==> config.mk <==
export PLATFORM = sky130hd
export DESIGN_NAME = clk_div_gen
export DESIGN_NICKNAME = d
export VERILOG_FILES = /design/src/rtl/clk_div_pkg.sv /design/src/rtl/clk_div_shadow.sv /design/src/rtl/clk_div_gen.sv
export SDC_FILE = /design/constraint.sdc
export NUM_CORES = 1
export LEC_CHECK = 0
export CORE_MARGIN = 5
export CORE_UTILIZATION = 52
export DETAILED_ROUTE_END_ITERATION = 16
export PLACE_DENSITY = 0.85
export SETUP_SLACK_MARGIN = 0.05
export SKIP_CTS_REPAIR_TIMING = 1
export SYNTH_ARGS = -nofsm -noshare
export SYNTH_HDL_FRONTEND = slang
export SYNTH_HIERARCHICAL = 1
export SYNTH_SLANG_ARGS = --single-unit
==> constraint.sdc <==
create_clock -name clk -period 4.64 [get_ports clk]
set_input_delay 1.16 -clock clk [delete_from_list [all_inputs] [get_ports clk]]
set_output_delay 1.16 -clock clk [all_outputs]
set_load 0.02 [all_outputs]
==> src/rtl/clk_div_pkg.sv <==
// Shared constants and helpers for the clk_div_gen programmable clock divider.
package clk_div_pkg;

  localparam int CLK_DIV_WIDTH_DEF = 16;
  localparam int CLK_DIV_RESET_DEF = 2;

  // Divisor arithmetic is done at 32 bits so one helper serves every WIDTH up to 32.
  function automatic logic [31:0] eff_div(input logic [31:0] d);
    return (d == 32'd0) ? 32'd1 : d;
  endfunction

endpackage

==> src/rtl/clk_div_shadow.sv <==
// Holds a requested divisor until the next apply edge (period wrap or disabled cycle).
module clk_div_shadow
  import clk_div_pkg::*;
#(
  parameter int WIDTH = CLK_DIV_WIDTH_DEF
) (
  input  logic             clk,
  input  logic             rst,
  input  logic [WIDTH-1:0] div_in,
  input  logic             div_load,
  input  logic             apply,
  output logic [WIDTH-1:0] div_shadow,
  output logic             div_pend
);

  logic [WIDTH-1:0] shadow_reg;
  logic             pend_reg;

  // A load on the apply edge bypasses the shadow, so the flag never rises for it.
  always_ff @(posedge clk) begin
    if (rst) begin
      shadow_reg <= '0;
      pend_reg   <= 1'b0;
    end else if (apply) begin
      pend_reg   <= 1'b0;
    end else if (div_load) begin
      shadow_reg <= div_in;
      pend_reg   <= 1'b1;
    end
  end

  assign div_shadow = shadow_reg;
  assign div_pend   = pend_reg;

endmodule

==> src/rtl/clk_div_gen.sv <==
// Runtime-programmable clock divider producing a tick strobe and a 50% square wave.
// Optional tick counter output enabled by defining CLK_DIV_GEN_PCNT_EN.
module clk_div_gen
  import clk_div_pkg::*;
#(
  parameter int WIDTH      = CLK_DIV_WIDTH_DEF,
  parameter int DIV_RESET  = CLK_DIV_RESET_DEF,
  parameter int PCNT_WIDTH = 8
) (
  input  logic                  clk,
  input  logic                  rst,
  input  logic                  en,
  input  logic [WIDTH-1:0]      div_in,
  input  logic                  div_load,
  output logic [WIDTH-1:0]      div_cur,
  output logic                  div_pend,
  output logic                  tick,
  output logic                  clk_out
`ifdef CLK_DIV_GEN_PCNT_EN
  ,
  output logic [PCNT_WIDTH-1:0] pcnt
`endif
);

  logic [WIDTH-1:0] cnt_reg;
  logic [WIDTH-1:0] cnt_next;
  logic [WIDTH-1:0] div_cur_reg;
  logic [WIDTH-1:0] div_cur_next;
  logic [WIDTH-1:0] div_shadow;
  logic             pend;
  logic             tick_reg;
  logic             clk_out_reg;
  logic [31:0]      div_eff;
  logic             wrap;
  logic             apply;

  assign div_eff = eff_div(32'(div_cur_reg));
  assign wrap    = en && (32'(cnt_reg) == (div_eff - 32'd1));
  // Disabled cycles are safe points to switch divisor since the counter restarts anyway.
  assign apply   = wrap || !en;

  clk_div_shadow #(
    .WIDTH (WIDTH)
  ) u_shadow (
    .clk        (clk),
    .rst        (rst),
    .div_in     (div_in),
    .div_load   (div_load),
    .apply      (apply),
    .div_shadow (div_shadow),
    .div_pend   (pend)
  );

  always_comb begin
    cnt_next = cnt_reg + WIDTH'(1);
    if (apply) begin
      cnt_next = '0;
    end
  end

  always_comb begin
    div_cur_next = div_cur_reg;
    if (apply) begin
      if (div_load) begin
        div_cur_next = div_in;
      end else if (pend) begin
        div_cur_next = div_shadow;
      end
    end
  end

  always_ff @(posedge clk) begin
    if (rst) begin
      cnt_reg     <= '0;
      div_cur_reg <= WIDTH'(DIV_RESET);
      tick_reg    <= 1'b0;
      clk_out_reg <= 1'b0;
    end else begin
      cnt_reg     <= cnt_next;
      div_cur_reg <= div_cur_next;
      tick_reg    <= wrap;
      if (wrap) begin
        clk_out_reg <= ~clk_out_reg;
      end
    end
  end

  assign div_cur  = div_cur_reg;
  assign div_pend = pend;
  assign tick     = tick_reg;
  assign clk_out  = clk_out_reg;

`ifdef CLK_DIV_GEN_PCNT_EN
  logic [PCNT_WIDTH-1:0] pcnt_reg;

  // Advances in step with tick so pcnt always equals the number of ticks seen.
  always_ff @(posedge clk) begin
    if (rst) begin
      pcnt_reg <= '0;
    end else if (wrap) begin
      pcnt_reg <= pcnt_reg + PCNT_WIDTH'(1);
    end
  end

  assign pcnt = pcnt_reg;
`endif

endmodule

==> results.yml <==
layout:
  drive_gt1_share_pct: 10.8
  fillCellCount: 526
  syn_to_final_growth_pct: 14.8
  fin_nets: 383
  multiInputGateArea_mm2: 0.00187
  regArea_mm2: 0.00102
  antenna_cells: 0
power:
  p_int_uw: 673
  power.switching_uw: 312
  p_comb_share_pct: 23.8
  seq_power_share_pct: 49.5
  swShare_pct: 31.7
  leakagePower_uw: 0.00117
  ir_drop_v: 0.000179
  power_density_mw_per_mm2: 281
  p_clk_share_pct: 26.6
routing:
  drt-met1-wl_um: 3040
  viasPerCell: 5.84
  detail_route.iter0.violations: 144
  drtPass1Iterations: 4
  num_vias: 2550
  drt-wirelength-per-cell_um: 15.9
  wl_met2_um: 3370
  met3_length_um: 303
  drcViolationCount: 0
  top_layer: "met4"
  drt_wl_total_um: 6940
  ant_nets: 0
clock_tree:
  cts_buffers: 5
  cts_htree_levels: 2
  cts_sinks: 51
  root_buffer: "clkbuf_8"
  cts_buffer_depth: 2
  clk_latency_ns: 0.31
  cts_tree: "done"
  clkTransAtPathRegs_ns: 0.09
placement:
  hpwl_um: 5220
  numPortBuffers: 38
  place.gp.congestion: 0.981
  dp_worst_setup_slack_ns: 0.801
synthesis:
  syn_nets: 358
  synth_edf_count: 0
  ys_ff_latch: 51
  synth_flop_cell: "dfxtp_1"
  synth_xor_xnor_area_share_pct: 9.47
  synth_compound_area_share_pct: 18.7
  synth_area_per_cell_um2: 9.09
  synthAdderAreaFrac_pct: 0.820
  synth_cells: 336
  netlist_area_mm2: 0.00305
  synthArstFlopShare_pct: 0
  synth_mux_area_share_pct: 5.94
  synth.distinct_cells: 51
  synthSimpleGateAreaFrac_pct: 26.3
  synth_top_family_by_area: "simple AND/OR/NAND/NOR gates"
  yosys_warnings: 6
  seq_area_frac_synth_pct: 33.4
sta:
  max_freq_ghz: 0.258
  fin_crit_sh_pct: 83.5
  finalSetupViolations: 0
  grt_setup_unrepaired: "false"
  final_max_slew_viol_count: 0
  slew_headroom_pct: 53.6
  skew_ns: 0.00466
  worstMarginPinSlew_ns: 0.694
  finalCriticalPeriod_ns: 3.87
  hold_viol: 0
  setup_tns_ns: 0
  finalWorstSetupSlack_ns: 0.766
floorplanning:
  die_h_um: 86.6
  core_area_mm2: 0.00582
  dieWidth_um: 86.6
  die-area_mm2: 0.00750
  initial_core_util_pct: 52.5
  ioPinCount: 39
  rows: 28
global_route:
  grt_max_degree: 38
  grt_usage_pct: 19.3
  grt_pass1_vias: 2497
  grt_first_pass_wirelength_um: 11600
  grt_overflow_total: 0
  antenna_found_initial: 0
run:
  max_cap_violations: 0
outcome:
  status: "finished, final reports clean"
critical_path:
  critical_path_class: "flop to flop"
  cp.arrival_ns: 4.04
  cp_max_fo: 29
  end_kind: "flop"
  start_kind: "flop"
  cp.required_ns: 4.80
hold_path:
  min_path_type: "flop to flop"
==> placed cells by master, fill, tap and decap left out, types with 2 or more instances in the layout <==
cell	n
mux2i_1	17
nand4_1	6
nor4_1	3
buf_4	3
a21oi_1	21
clkbuf_8	5
nand2_1	13
nor3_1	6
o21ai_1	2
o21ai_2	10
nand2b_1	17
clkdlybuf4s50_1	38
nand3b_1	2
and3_1	7
o21ai_0	14
nand4bb_1	16
dfxtp_1	51
nand3_1	11
nor4_2	3
a311oi_1	5
xor2_1	12
ha_1	2
nor2b_1	2
or4_1	2
a311oi_2	10
o211ai_1	2
xnor2_1	21
a31oi_1	3
nor2_1	30
inv_1	6
==> per-stage QoR <==
stage / cells / utilization (%) / total power [uW] / hold WS, ns / instance area (um^2)
floorplan: 336 / - / 659 / 0.438 / 3050
global placement: 429 / 58.7 / 730 / 0.450 / 3420
detailed placement: 429 / 58.7 / 732 / 0.454 / 3420
CTS: 437 / 60.3 / 993 / 0.469 / 3500
global route: 437 / 60.3 / 1040 / 0.498 / 3500
finish: 437 / 60.3 / 985 / 0.468 / 3500
==> cell usage after synthesis (2+ instances only) <==
| cell | instances | area, um^2 |
|---|---|---|
| xnor2_1 | 21 | 184 |
| nand2b_1 | 17 | 106 |
| nor4_1 | 3 | 18.8 |
| or4_1 | 2 | 15.0 |
| o21ai_0 | 14 | 70.1 |
| buf_2 | 5 | 25.0 |
| nor3_1 | 6 | 30.0 |
| buf_6 | 5 | 56.3 |
| nor2b_1 | 2 | 12.5 |
| nor4_2 | 3 | 37.5 |
| o21ai_1 | 2 | 10.0 |
| ha_1 | 2 | 25.0 |
| a311oi_1 | 5 | 43.8 |
| nand2_1 | 13 | 48.8 |
| inv_1 | 6 | 22.5 |
| a311oi_2 | 10 | 150 |
| nand4bb_1 | 16 | 180 |
| nor2_1 | 30 | 113 |
| xor2_1 | 12 | 105 |
| nand4_1 | 6 | 37.5 |
| o21ai_2 | 10 | 87.6 |
| nand3_1 | 11 | 55.1 |
| a31oi_1 | 3 | 18.8 |
| nand3b_1 | 2 | 15.0 |
| and3_1 | 7 | 43.8 |
| dfxtp_1 | 51 | 1020 |
| clkbuf_1 | 11 | 41.3 |
| mux2i_1 | 17 | 170 |
| o211ai_1 | 2 | 15.0 |
| a21oi_1 | 21 | 105 |
==> worst paths after layout <==
check | start | endpoint | slack (ns) | depth (start not counted)
hold / removal | u_shadow/div_shadow[12] | u_shadow/div_shadow[12] | 0.47 | 2
setup reg to reg | div_cur[6] | div_cur[11] | 0.77 | 15
hold reg to reg | u_shadow/div_shadow[12] | u_shadow/div_shadow[12] | 0.47 | 2
setup / recovery | div_cur[6] | div_cur[11] | 0.77 | 15
==> final cells by class <==
cell class	count	share of cell area [%]
Clock buffer	6	2.07
Tap cell	75	2.68
Multi-Input combinational cell	255	53.4
Sequential cell	51	29.1
Inverter	7	0.785
Timing Repair Buffer	41	11.5
Clock inverter	2	0.464
==> metal layers <==
layer	vias to the layer above	global-route usage, %
met3	23	3.61
met1	1186	23.4
met2	64	32.6
li1	1277	-
met4	0	9.21
met5	-	0
==> logic make-up after synthesis <==
logic type                 after synthesis
buffers and inverters                   30
adders and majority gates                2
DFF                                     51
muxes                                   18
xor gates and xnor gates                33
AOI/OAI and AO/OA                       75
and+or+nand+nor                        127
==> worst max-delay path, cell delays in order (launching register included) <==
cell and delay, ns:
dfxtp_1 0.40, nor4_1 0.57, nand3_1 0.18, nor2_1 0.12, nor2_1 0.05, ha_1 0.28
nor3b_1 0.18, xnor2_1 0.15, nor2b_1 0.14, o2111a_1 0.22, nor4b_2 0.16, a31oi_1 0.33
clkinv_2 0.32, buf_4 0.33, a21oi_1 0.22, a311oi_2 0.07
==> power groups by stage <==
| stage | clock, uW | combinational (uW) | sequential (uW) |
|---|---|---|---|
| CTS | 270 | 235 | 488 |
| global route | 292 | 255 | 492 |
| finish | 262 | 235 | 488 |
| floorplan | 0 | 158 | 501 |
| detailed placement | 0 | 234 | 498 |
| global placement | 0 | 233 | 497 |
No activity file was read; power rests on OpenSTA's default activity.
